[config.mk]
export PLATFORM = sky130hd
export DESIGN_NAME = lcd_scanline_fx
export DESIGN_NICKNAME = d
export VERILOG_FILES = /design/src/rtl/lcd_pkg.sv /design/src/rtl/sl_shade.sv /design/src/rtl/lcd_scanline_fx.sv
export SDC_FILE = /design/constraint.sdc
export NUM_CORES = 1
export LEC_CHECK = 0
export BUFFER_PORTS_ARGS = -buffer_cell sky130_fd_sc_hd__buf_4
export CELL_PAD_IN_SITES_DETAIL_PLACEMENT = 2
export CELL_PAD_IN_SITES_GLOBAL_PLACEMENT = 2
export CORE_UTILIZATION = 36
export CTS_BUF_LIST = sky130_fd_sc_hd__clkbuf_8
export DETAILED_ROUTE_END_ITERATION = 8
export PLACE_DENSITY_LB_ADDON = 0.2
export SYNTH_ARGS = -nofsm -noshare
export SYNTH_HDL_FRONTEND = slang
export SYNTH_SLANG_ARGS = --single-unit
[constraint.sdc]
create_clock -name pclk -period 4 [get_ports pclk]
set_clock_uncertainty 0.1 [all_clocks]
set_input_delay 0.6 -clock pclk [delete_from_list [all_inputs] [get_ports pclk]]
set_output_delay 0.6 -clock pclk [all_outputs]
set_load 0.02 [all_outputs]
[src/rtl/lcd_pkg.sv]
// Shared definitions for the LCD scanline effect: sl_mode encodings, line counter width
// and the per-channel darkening function.
package lcd_pkg;

    localparam int LINE_W = 10;

    localparam logic [1:0] SL_OFF = 2'd0;
    localparam logic [1:0] SL_25  = 2'd1;
    localparam logic [1:0] SL_50  = 2'd2;
    localparam logic [1:0] SL_75  = 2'd3;

    // Darkening keeps 75%, 50% or 25% of the channel; all terms stay within 8 bits.
    function automatic logic [7:0] shade(input logic [1:0] mode, input logic [7:0] chan);
        logic [7:0] res;
        case (mode)
            SL_25:   res = chan - (chan >> 2);
            SL_50:   res = chan >> 1;
            SL_75:   res = chan >> 2;
            default: res = chan;
        endcase
        return res;
    endfunction

endpackage

[src/rtl/sl_shade.sv]
// One registered 8-bit colour channel: applies the scanline darkening selected by mode
// and forces zero while blanked.
module sl_shade
    import lcd_pkg::*;
(
    input  logic       clk,
    input  logic       reset_n,
    input  logic       en,
    input  logic [1:0] mode,
    input  logic       blank,
    input  logic [7:0] chan,
    output logic [7:0] shaded
);

    always_ff @(posedge clk) begin
        if (!reset_n) begin
            shaded <= 8'd0;
        end else if (en) begin
            shaded <= blank ? 8'd0 : shade(mode, chan);
        end
    end

endmodule

[src/rtl/lcd_scanline_fx.sv]
// Two-stage scanline post-processor for the LCD video path: delays syncs, splits blanking,
// counts lines and darkens odd lines. Darkening is built only when SCANLINE_FX_EN is defined.
module lcd_scanline_fx
    import lcd_pkg::*;
#(
    parameter logic [LINE_W-1:0] LINE_MAX = 10'd1023
) (
    input  logic              pclk,
    input  logic              reset_n,
    input  logic              pce,
    input  logic [1:0]        sl_mode,
    input  logic              hs_in,
    input  logic              vs_in,
    input  logic              blank_in,
    input  logic [7:0]        r_in,
    input  logic [7:0]        g_in,
    input  logic [7:0]        b_in,
    output logic              hs,
    output logic              vs,
    output logic              hblank,
    output logic              vblank,
    output logic              de,
    output logic [7:0]        r,
    output logic [7:0]        g,
    output logic [7:0]        b,
    output logic [LINE_W-1:0] line_cnt,
    output logic              odd_line
);

    logic              hs_q;
    logic              vs_q;
    logic              blank_q;
    logic              vblank_q;
    logic [7:0]        r_q;
    logic [7:0]        g_q;
    logic [7:0]        b_q;
    logic [LINE_W-1:0] cnt_q;
    logic              odd_q;
    logic [1:0]        sl_mode_q;
    logic              hs_rise;
    logic              vs_rise;
    logic [1:0]        shade_mode;

    // hs_q/vs_q double as the edge history: they hold the previous hs_in/vs_in.
    assign hs_rise = hs_in & ~hs_q;
    assign vs_rise = vs_in & ~vs_q;

    always_ff @(posedge pclk) begin
        if (!reset_n) begin
            hs_q      <= 1'b0;
            vs_q      <= 1'b0;
            blank_q   <= 1'b1;
            vblank_q  <= 1'b1;
            r_q       <= 8'd0;
            g_q       <= 8'd0;
            b_q       <= 8'd0;
            cnt_q     <= '0;
            odd_q     <= 1'b0;
            sl_mode_q <= SL_OFF;
        end else if (pce) begin
            hs_q    <= hs_in;
            vs_q    <= vs_in;
            blank_q <= blank_in;
            r_q     <= r_in;
            g_q     <= g_in;
            b_q     <= b_in;
            if (vs_rise) begin
                cnt_q     <= '0;
                odd_q     <= 1'b0;
                vblank_q  <= 1'b1;
                sl_mode_q <= sl_mode;
            end else begin
                if (hs_rise) begin
                    if (cnt_q != LINE_MAX) begin
                        cnt_q <= cnt_q + 1'b1;
                    end
                    odd_q <= ~odd_q;
                end
                if (!blank_in) begin
                    vblank_q <= 1'b0;
                end
            end
        end
    end

    always_ff @(posedge pclk) begin
        if (!reset_n) begin
            hs       <= 1'b0;
            vs       <= 1'b0;
            de       <= 1'b0;
            hblank   <= 1'b0;
            vblank   <= 1'b1;
            line_cnt <= '0;
            odd_line <= 1'b0;
        end else if (pce) begin
            hs       <= hs_q;
            vs       <= vs_q;
            de       <= ~blank_q;
            hblank   <= blank_q & ~vblank_q;
            vblank   <= vblank_q;
            line_cnt <= cnt_q;
            odd_line <= odd_q;
        end
    end

`ifdef SCANLINE_FX_EN
    assign shade_mode = odd_q ? sl_mode_q : SL_OFF;
`else
    logic unused_mode;
    assign unused_mode = ^sl_mode_q;
    assign shade_mode  = SL_OFF;
`endif

    sl_shade u_shade_r (
        .clk     (pclk),
        .reset_n (reset_n),
        .en      (pce),
        .mode    (shade_mode),
        .blank   (blank_q),
        .chan    (r_q),
        .shaded  (r)
    );

    sl_shade u_shade_g (
        .clk     (pclk),
        .reset_n (reset_n),
        .en      (pce),
        .mode    (shade_mode),
        .blank   (blank_q),
        .chan    (g_q),
        .shaded  (g)
    );

    sl_shade u_shade_b (
        .clk     (pclk),
        .reset_n (reset_n),
        .en      (pce),
        .mode    (shade_mode),
        .blank   (blank_q),
        .chan    (b_q),
        .shaded  (b)
    );

endmodule

==> flow_summary.ini <==
[yosys]
syn-mean-instance-area_um2 = 9.59
async_flop_share_pct = 0
yosysSeqAreaShare_pct = 51.2
ys_ff_latch = 79
syn_area_um2 = 3090
synth_edf_count = 0
synth_warnings = 0
yosys.cell_types.count = 38
synth_nets = 355
synthCells = 322
synth_ff_type = dfxtp_1

[worst_setup_path]
crit_fanout = 7
worstSetupStartpointType = flip-flop
reg2reg_depth = 5
cp.depth = 5
cp-startpoint = cnt_q[0]$_SDFFE_PN0P_
r2r-start = cnt_q[0]$_SDFFE_PN0P_
cp_slowest_cell = nor4_1
critPathCaptureType = flip-flop
arrival_ns = 2.48
crit_type = flip-flop to flip-flop
critPathMaxStageDelay_ns = 0.69
rrSetupSlack_ns = 1.67
worstPathCellList = ha_1, nand4_1, nor4_1, o311ai_0, o41ai_1
cp_num_buf_inv = 0
cp-endpoint = cnt_q[5]$_SDFFE_PN0P_
reg2reg_to = cnt_q[5]$_SDFFE_PN0P_
required_ns = 4.15
cp_top_family = simple AND/OR/NAND/NOR gates

[timing]
maxSlewHeadroom_pct = 40.7
rsz0062_at_grt = no
tightest_slew_ns = 0.888
setup_slack_ns = 1.67
slew_viol_final = 0
final_hold_viol_count = 0
fin_crit_ns = 2.33
fin_setup_tns_ns = 0
fmax_ghz = 0.430
timing.final.crit_share_pct = 58.2
finalSetupViolCount = 0

[power_and_ir_drop]
p_leak_nw = 1.64
p_per_area_nw_per_um2 = 407
vdd_drop_max_uv = 154

[global_route]
grtUsageTotal_pct = 20.0
grt_antenna_before_repair = 0
grt-ovfl-total = 0
grt_max_degree = 46
grt_pass1_wl_um = 13600
grt_pass1_vias = 2773

[drt]
routed_via_density = 5.28
drt_iter0_markers = 37
wl_um = 8470
wl_per_cell_um = 17.1
drtPass1Iterations = 4
dr_total_vias = 2606
drc = 0
final_antenna_net_count = 0

[cts]
cts.sinks = 79
ctsHtreeMaxLevel = 3
cts_resized = 0
cts_buffers = 9
post_cts_buffers = 0
clk_pin_slew_ns = 0.08
clk_latency_ns = 0.36
clock_path_buffers = 2
hold_buffers = 0
cts-root-buf = clkbuf_8
cts_tree = built

[place]
placedCellCount = 478
dp_worst_setup_slack_ns = 1.32
port_buffers = 69
placed_area_um2 = 3670
hpwl_um = 5400
gp_congestion = 0.732

[floorplanning]
die_h_um = 94.6
fp-row-count = 33
core_area_um2 = 8260
pin_count = 72
start_util_pct = 37.4
die-area_um2 = 8950
die_w_um = 94.6

[finish]
syn2layout_area_growth_pct = 25.5
fin_nets = 417
antenna_cells = 0
ff_latch_area_um2 = 1580
multi_input_area_um2 = 1410
final_util_pct = 46.9
design_area_um2 = 3870
fin_cells = 494
nFillCells = 904
final_layout_size_suffix_gt1_share_pct = 23.4

[hold_path]
hp-class = flip-flop to flip-flop
hp-start = vblank_q$_SDFFE_PN1P_

[run_status]
outcome = completed

[job]
maxCapViolations = 0
[synth_stat cells, drive strengths merged (6+ instances only)]
cell type   n  area (µm²)
nand2       8        30.0
a21oi      29         145
nand3       6        30.0
clkbuf     12        45.0
nand2b     14        87.6
nand3b     13        97.6
buf         8        38.8
nor2b      16         108
nor2       54         203
dfxtp      79        1580
mux2i      39         390
[per-stage QoR]
step	total power [mW]	hold WS, ns
after floorplan	0.919	0.323
after global placement	0.965	0.337
after detailed placement	0.972	0.342
after CTS	1.60	0.354
after global routing	1.64	0.377
final	1.58	0.351
[worst min-delay path: stages (launching register included)]
cell,delay (ns)
dfxtp_1,0.32
nand2_1,0.05
nand2_1,0.04
[cell families after synthesis]
| kind of cell | share of synthesized area (%) |
|---|---|
| compound gates | 10.6 |
| fa+ha+maj | 0.405 |
| buf+inv | 2.96 |
| simple gates | 22.1 |
| flops | 51.2 |
| mux | 12.6 |
[cell type report]
type	instances	area share, %
clock buffer	10	3.55
clock inverter	6	1.74
inverter	2	0.194
multi-input combinational	221	36.5
sequential	79	40.8
tap	105	3.39
timing repair buffer	71	13.8
[sequential cells by signal (all words and copies together) (netlist names)]
signal            flops
odd_line              1
odd_q                 1
vs_q                  1
b_q                   8
blank_q               1
de                    1
hs_q                  1
vblank                1
r_q                   8
line_cnt             10
vs                    1
hblank                1
u_shade_b.shaded      8
g_q                   8
u_shade_r.shaded      8
u_shade_g.shaded      8
vblank_q              1
cnt_q                10
hs                    1
[how the worst min path moves through the flow]
| stage | end | slack [ns] | cells after the start |
|---|---|---|---|
| after floorplan | vblank_q$_SDFFE_PN1P_ | 0.32 | 2 |
| after global placement | vblank_q$_SDFFE_PN1P_ | 0.34 | 2 |
| after detailed placement | vblank_q$_SDFFE_PN1P_ | 0.34 | 2 |
| after CTS | vblank_q$_SDFFE_PN1P_ | 0.35 | 2 |
| after global routing | r_q[0]$_SDFFE_PN0P_ | 0.38 | 3 |
| final | vblank_q$_SDFFE_PN1P_ | 0.35 | 2 |
[power by group]
part / internal [mW] / switching [mW] / leakage [nW]
Clock: 0.309 / 0.317 / 0.105
Combinational: 0.0569 / 0.0684 / 0.893
Sequential: 0.809 / 0.0171 / 0.643
[metal layers]
layer	vias to the layer above	routed length [µm]	global-route usage, %
li1	1244	-	-
met3	20	412	6.12
met5	-	0	0
met4	0	210	8.96
met2	56	4180	33.6
met1	1286	3670	23.3
[cell usage in the layout (no fill, tap or decap), types with 2 or more instances in the layout]
cell / Yosys / routed
buf_4: 0 / 71
nand2_1: 8 / 8
clkbuf_8: 0 / 10
inv_1: 1 / 2
nand3_1: 6 / 6
o311ai_0: 3 / 3
nand2b_1: 14 / 14
nor2_1: 54 / 54
o31ai_1: 3 / 3
or3_1: 2 / 2
dfxtp_1: 79 / 79
o21ai_0: 4 / 4
o41ai_1: 4 / 4
nand4_1: 3 / 3
nand3b_1: 13 / 13
mux2i_1: 39 / 39
a21oi_1: 29 / 29
nor2b_1: 15 / 15
o211ai_1: 5 / 5
inv_6: 0 / 2
nor3_1: 3 / 3
No activity file was read; power rests on OpenSTA's default activity.
